$ cat config.mk
export PLATFORM = sky130hd
export DESIGN_NAME = bram_port_master_flat
export DESIGN_NICKNAME = d
export VERILOG_FILES = /design/src/rtl/bram_port_master_if.sv /design/src/rtl/bram_port_master.sv /design/src/flat_wrapper.sv
export SDC_FILE = /design/constraint.sdc
export NUM_CORES = 1
export LEC_CHECK = 0
export CORE_MARGIN = 2
export CORE_UTILIZATION = 46
export DETAILED_ROUTE_END_ITERATION = 10
export PLACE_DENSITY = 0.9
export SLEW_MARGIN = 20
export SYNTH_ARGS = -nofsm -noshare
export SYNTH_HDL_FRONTEND = slang
export SYNTH_SLANG_ARGS = --single-unit
$ cat constraint.sdc
create_clock -name clk -period 2.49 [get_ports clk]
set_clock_uncertainty 0.1 [all_clocks]
set_input_delay 0.747 -clock clk [delete_from_list [all_inputs] [get_ports clk]]
set_output_delay 0.747 -clock clk [all_outputs]
set_load 0.05 [all_outputs]
$ cat src/rtl/bram_port_master_if.sv
// bram_port_master_if
//   Bundles the three signal groups of a BRAM port initiator:
//     req_*  client request channel (valid/ready)
//     rsp_*  read-response channel (valid/ready)
//     ram_*  block RAM port
//   modport master : the initiator's view (bram_port_master)
//   modport slave  : the surrounding client and RAM's view
interface bram_port_master_if #(
  parameter int AddrWidth = 12,
  parameter int DataWidth = 8
);
  logic                 req_valid;
  logic                 req_ready;
  logic                 req_we;
  logic [AddrWidth-1:0] req_addr;
  logic [DataWidth-1:0] req_wdata;
  logic                 rsp_valid;
  logic                 rsp_ready;
  logic [DataWidth-1:0] rsp_rdata;
  logic                 ram_en;
  logic                 ram_we;
  logic [AddrWidth-1:0] ram_addr;
  logic [DataWidth-1:0] ram_din;
  logic                 ram_regce;
  logic [DataWidth-1:0] ram_dout;

  modport master (
    input  req_valid, req_we, req_addr, req_wdata, rsp_ready, ram_dout,
    output req_ready, rsp_valid, rsp_rdata,
    output ram_en, ram_we, ram_addr, ram_din, ram_regce
  );

  modport slave (
    output req_valid, req_we, req_addr, req_wdata, rsp_ready, ram_dout,
    input  req_ready, rsp_valid, rsp_rdata,
    input  ram_en, ram_we, ram_addr, ram_din, ram_regce
  );
endinterface

$ cat src/rtl/bram_port_master.sv
// bram_port_master
//   Initiator for one port of a single-clock block RAM. Accepts read/write
//   requests, issues one RAM access per accepted request, tracks the fixed
//   RAM read latency and returns read data in order through a response FIFO.
//   Writes produce no response.
// Ports
//   clk    rising-edge clock
//   rst_n  asynchronous active-low reset
//   bus    bram_port_master_if.master (request, response and RAM port signals)
// Configuration
//   BRAM_PORT_MASTER_OUTREG_EN defined: RAM output register in use, read
//   latency 2, ram_regce pulses the cycle after each read issue.
//   Undefined: read latency 1, ram_regce held 0.
module bram_port_master #(
  parameter int AddrWidth = 12,
  parameter int DataWidth = 8,
  parameter int RspDepth  = 4
) (
  input  logic                  clk,
  input  logic                  rst_n,
  bram_port_master_if.master    bus
);

`ifdef BRAM_PORT_MASTER_OUTREG_EN
  localparam int Lat = 2;
`else
  localparam int Lat = 1;
`endif
  localparam int PtrW = $clog2(RspDepth);
  localparam int CntW = PtrW + 1;

  logic                 run_q;
  logic [Lat-1:0]       trk_q;
  logic [Lat-1:0]       trk_next;
  logic [DataWidth-1:0] fifo_q [RspDepth];
  logic [PtrW-1:0]      wr_ptr_q;
  logic [PtrW-1:0]      rd_ptr_q;
  logic [CntW-1:0]      count_q;
  logic [CntW-1:0]      inflight;
  logic [CntW-1:0]      occ;
  logic                 ready;
  logic                 issue;
  logic                 rd_issue;
  logic                 push;
  logic                 pop;

  // Credit covers both buffered and in-flight reads, so a read is only issued
  // when its data is guaranteed a FIFO slot. Depends only on state, never on
  // req_valid. run_q keeps ready low until the first edge after reset.
  always_comb begin
    inflight = '0;
    for (int i = 0; i < Lat; i++) begin
      inflight = inflight + CntW'(trk_q[i]);
    end
  end

  assign occ      = count_q + inflight;
  assign ready    = run_q & (occ < CntW'(RspDepth));
  assign issue    = bus.req_valid & ready;
  assign rd_issue = issue & ~bus.req_we;
  assign push     = trk_q[Lat-1];
  assign pop      = bus.rsp_valid & bus.rsp_ready;

  always_comb begin
    trk_next    = trk_q << 1;
    trk_next[0] = rd_issue;
  end

  assign bus.req_ready = ready;
  assign bus.ram_en    = issue;
  assign bus.ram_we    = issue & bus.req_we;
  // Address/data are zeroed when idle so the port is quiet while no access is issued.
  assign bus.ram_addr  = issue ? bus.req_addr  : '0;
  assign bus.ram_din   = issue ? bus.req_wdata : '0;
`ifdef BRAM_PORT_MASTER_OUTREG_EN
  assign bus.ram_regce = trk_q[0];
`else
  assign bus.ram_regce = 1'b0;
`endif

  assign bus.rsp_valid = (count_q != '0);
  assign bus.rsp_rdata = fifo_q[rd_ptr_q];

  always_ff @(posedge clk or negedge rst_n) begin
    if (!rst_n) begin
      run_q    <= 1'b0;
      trk_q    <= '0;
      wr_ptr_q <= '0;
      rd_ptr_q <= '0;
      count_q  <= '0;
      for (int i = 0; i < RspDepth; i++) begin
        fifo_q[i] <= '0;
      end
    end else begin
      run_q <= 1'b1;
      trk_q <= trk_next;
      if (push) begin
        fifo_q[wr_ptr_q] <= bus.ram_dout;
        wr_ptr_q         <= wr_ptr_q + 1'b1;
      end
      if (pop) begin
        rd_ptr_q <= rd_ptr_q + 1'b1;
      end
      case ({push, pop})
        2'b10:   count_q <= count_q + 1'b1;
        2'b01:   count_q <= count_q - 1'b1;
        default: count_q <= count_q;
      endcase
    end
  end

endmodule

$ cat src/flat_wrapper.sv
// flat-port wrapper written by rule: the top's interface ports become plain ports
module bram_port_master_flat 
#(
  parameter int AddrWidth = 12,
  parameter int DataWidth = 8,
  parameter int RspDepth  = 4
)
  (clk, rst_n, bus_req_valid, bus_req_we, bus_req_addr, bus_req_wdata, bus_rsp_ready, bus_ram_dout, bus_req_ready, bus_rsp_valid, bus_rsp_rdata, bus_ram_en, bus_ram_we, bus_ram_addr, bus_ram_din, bus_ram_regce);
  bram_port_master_if #(.AddrWidth(AddrWidth), .DataWidth(DataWidth)) bus_i ();
  input  logic clk;
  input  logic rst_n;
  input wire logic [$bits(bus_i.req_valid)-1:0] bus_req_valid;
  input wire logic [$bits(bus_i.req_we)-1:0] bus_req_we;
  input wire logic [$bits(bus_i.req_addr)-1:0] bus_req_addr;
  input wire logic [$bits(bus_i.req_wdata)-1:0] bus_req_wdata;
  input wire logic [$bits(bus_i.rsp_ready)-1:0] bus_rsp_ready;
  input wire logic [$bits(bus_i.ram_dout)-1:0] bus_ram_dout;
  output wire logic [$bits(bus_i.req_ready)-1:0] bus_req_ready;
  output wire logic [$bits(bus_i.rsp_valid)-1:0] bus_rsp_valid;
  output wire logic [$bits(bus_i.rsp_rdata)-1:0] bus_rsp_rdata;
  output wire logic [$bits(bus_i.ram_en)-1:0] bus_ram_en;
  output wire logic [$bits(bus_i.ram_we)-1:0] bus_ram_we;
  output wire logic [$bits(bus_i.ram_addr)-1:0] bus_ram_addr;
  output wire logic [$bits(bus_i.ram_din)-1:0] bus_ram_din;
  output wire logic [$bits(bus_i.ram_regce)-1:0] bus_ram_regce;
  assign bus_i.req_valid = bus_req_valid;
  assign bus_i.req_we = bus_req_we;
  assign bus_i.req_addr = bus_req_addr;
  assign bus_i.req_wdata = bus_req_wdata;
  assign bus_i.rsp_ready = bus_rsp_ready;
  assign bus_i.ram_dout = bus_ram_dout;
  assign bus_req_ready = bus_i.req_ready;
  assign bus_rsp_valid = bus_i.rsp_valid;
  assign bus_rsp_rdata = bus_i.rsp_rdata;
  assign bus_ram_en = bus_i.ram_en;
  assign bus_ram_we = bus_i.ram_we;
  assign bus_ram_addr = bus_i.ram_addr;
  assign bus_ram_din = bus_i.ram_din;
  assign bus_ram_regce = bus_i.ram_regce;
  bram_port_master #(.AddrWidth(AddrWidth), .DataWidth(DataWidth), .RspDepth(RspDepth)) u_core (.clk(clk), .rst_n(rst_n), .bus(bus_i));
endmodule
==> metrics.yaml <==
dp_cells: 263
p_sw_frac: 0.398
yosysSeqAreaShare: 0.505
r2r_cells: 8
synth_mux_area_frac: 0.282
synth_cell_types: 25
seq_power_share: 0.338
setup_slack_ns: -0.0426
max_freq_mhz: 395
failed_checks: "negative setup slack"
synth_cells: 146
outcome: "complete, but fails checks"
cp_data_arrival_time_ns: 1.69
htree_levels: 2
reg2reg_setup_slack_ns: 0.57
synth_nets: 185
synth-compound-area-share: 0.00677
grt_antenna_before_repair: 0
fp.coreArea_mm2: 0.00429
grt_usage: 0.193
fin_nets: 263
setup_viol: 12
hp-start: "u_core.fifo_q[12]$_DFFE_PN0P_"
fp.dieW_um: 70.5
finalMaxSlewViolations: 0
drv_cap: 0
syn_to_final_growth_pct: 55.8
switchingPower_mw: 1.43
overflow: 0
p_clk_frac: 0.112
cellPowerDensity_mw_per_mm2: 1130
p_leak_nw: 1.37
synthDominantCellAreaShare: 0.505
syn_avg_cell_area_um2: 13.9
seq_area_mm2: 0.00103
port_buffers: 64
grt_start_max_net_pins: 42
drtPass1Iterations: 4
clkLatencyLatePin_ns: 0.28
dieArea_mm2: 0.00496
hpwl_um: 3100
worstReg2RegEnd: "u_core.count_q[2]$_DFFE_PN0P_"
postCtsHoldBufs: 0
drt-initial-drc-count: 71
multi_input_area_um2: 997
vias: 1429
synthSimpleGateAreaFrac: 0.0979
placed_area_mm2: 0.00297
p_int_mw: 2.16
path_max_fanout: 6
drive_above_1_share: 0.529
whs_path_depth: 1
rsz0062_at_grt: "yes"
synth_warnings: 0
r2r-start: "u_core.count_q[0]$_DFFE_PN0P_"
grt_pass1_vias: 1630
critPathCaptureType: "output pin"
final-instance-count-excl-fill: 277
holdPathEnd: "u_core.fifo_q[12]$_DFFE_PN0P_"
dieHeight_um: 70.5
ioPinCount: 66
antenna_cells: 0
cts_buffers: 5
synth_top_family_by_area: "multiplexers"
avgRoutedWirePerCell_um: 15.8
via_per_inst: 5.16
rows: 24
cts-root-buf: "clkbuf_8"
fillers: 267
preCtsSetupSlack_ns: -0.376
criticalPathCategory: "input port to output pin"
clockBufferDepth: 2
start_util: 0.473
fin_crit_sh: 1.02
p_total_mw: 3.58
clkTransAtPathRegs_ns: 0.07
fin_util: 0.737
synth_area_leader_cell: "dfrtp_1"
wl_um: 4360
peakVddDrop_uv: 414
clkSinkCount: 41
gp_congestion: 0.731
netlist_area_mm2: 0.00203
finalHoldViolCount: 0
tritoncts: "done"
stdcell_area_mm2: 0.00317
synthXorXnorAreaFrac: 0.0302
synth_area_leaders: "dfrtp_1 50%, mux2_2 18%, mux4_2 8.9%"
min_path_type: "flip-flop to flip-flop"
grt_pass1_wl_um: 7460
synth_fa_ha_area_frac: 0.0406
start_kind: "input port"
cp.required_ns: 1.64
power_frac_comb: 0.550
finalCriticalPeriod_ns: 2.53
synth_seq_cells: 41
drcViolationCount: 0
ant_nets: 0
[what timing repair did]
action                     CTS  global route
hold endpoints to repair     0             0
cloned                       2             0
resized for setup           35             1
pin swaps                   21             1
setup endpoints to repair   22            22
buffers inserted             8             0
[metal layers]
layer  GRT usage  up-vias  share of wire
li1            -      658              -
met5           0        -              0
met1       0.204      707           0.37
met3      0.0823        2          0.093
met4      0.0321        0         0.0032
met2       0.358       62           0.53
[Yosys cell counts]
| library cell | count |
|---|---|
| and2_1 | 22 |
| buf_1 | 1 |
| buf_2 | 1 |
| buf_4 | 2 |
| buf_6 | 2 |
| conb_1 | 2 |
| dfrtp_1 | 41 |
| fa_1 | 1 |
| ha_1 | 5 |
| inv_1 | 6 |
| mux2_2 | 32 |
| mux2i_1 | 1 |
| mux2i_4 | 1 |
| mux4_2 | 8 |
| nand2_1 | 6 |
| nand3_1 | 1 |
| nand3_2 | 1 |
| nand3b_1 | 1 |
| nor2_1 | 1 |
| nor2b_1 | 1 |
| o21ai_0 | 1 |
| o31a_1 | 1 |
| or3_1 | 1 |
| xnor2_1 | 2 |
| xor2_1 | 5 |
[worst max-delay path, stage by stage]
cell and delay, ns:
buf_6 0.07, nand3b_1 0.11, mux2i_4 0.22, buf_6 0.15, buf_6 0.11, and2_4 0.15, buf_12 0.13
[through the flow]
stage,hold WS (ns),TNS (ns)
6_report,0.402,-0.309
2_1_floorplan,0.351,0
3_5_place_dp,0.387,-8.03
3_3_place_gp,0.382,-7.47
4_1_cts,0.403,-1.23
5_1_grt,0.411,-0.869
[flip-flops by register name (all words and copies together), names as in the netlist]
signal	cells
u_core.wr_ptr_q	2
u_core.rd_ptr_q	2
u_core.push	1
u_core.count_q	3
u_core.fifo_q	32
u_core.run_q	1
[layout make-up]
class                           instances  share of cell area
Clock inverter                          2             0.00316
Inverter                                6             0.00711
Sequential cell                        41               0.325
Tap cell                               52              0.0206
Timing Repair Buffer                   77               0.306
Multi-Input combinational cell         93               0.315
Clock buffer                            6              0.0229
[cell usage in the layout (no fill, tap or decap)]
cell type | netlist | final
o31a_1 | 1 | 1
fa_1 | 1 | 1
dfrtp_1 | 41 | 39
conb_1 | 2 | 2
and2_1 | 22 | 1
or3_1 | 1 | 1
buf_12 | 0 | 24
mux2i_1 | 1 | 1
nor2_1 | 1 | 1
buf_4 | 2 | 17
buf_2 | 1 | 1
clkdlybuf4s50_1 | 0 | 30
xnor2_1 | 2 | 2
clkbuf_8 | 0 | 5
ha_1 | 5 | 5
dfrtp_2 | 0 | 2
mux2_2 | 32 | 32
mux2i_4 | 1 | 1
nand3b_1 | 1 | 1
nand3_4 | 0 | 1
nand2_1 | 6 | 6
clkinv_2 | 0 | 2
and2_4 | 0 | 21
inv_1 | 6 | 6
o21ai_0 | 1 | 1
mux4_2 | 8 | 8
nor2b_1 | 1 | 1
xor2_1 | 5 | 5
nand3_1 | 1 | 1
buf_6 | 2 | 5
clkbuf_1 | 0 | 1
[logic make-up after synthesis]
family | count (synthesis)
AOI/OAI and AO/OA | 2
xor gates and xnor gates | 7
adders and majority gates | 6
buffers and inverters | 12
DFF | 41
muxes | 42
other | 2
and+or+nand+nor | 34
[worst max-delay path by stage]
stage / depth (start not counted) / slack, ns / to / startpoint
2_1_floorplan: 4 / 0.04 / bus_ram_addr[0] / bus_req_valid
3_3_place_gp: 6 / -0.35 / bus_ram_addr[0] / bus_req_valid
3_5_place_dp: 6 / -0.38 / bus_ram_we / bus_req_valid
4_1_cts: 8 / -0.06 / bus_ram_addr[10] / bus_req_valid
5_1_grt: 7 / -0.09 / bus_ram_din[5] / bus_req_valid
6_report: 7 / -0.04 / bus_ram_addr[11] / bus_req_valid
[power groups by stage]
| stage | registers [mW] | logic [mW] | clock network, mW |
|---|---|---|---|
| after floorplan | 1.13 | 1.44 | 0 |
| after global placement | 1.21 | 1.84 | 0 |
| after detailed placement | 1.23 | 1.89 | 0 |
| after CTS | 1.20 | 2.04 | 0.412 |
| after global routing | 1.25 | 2.10 | 0.439 |
| final | 1.21 | 1.97 | 0.402 |
Power figures use the tool's default switching activity.
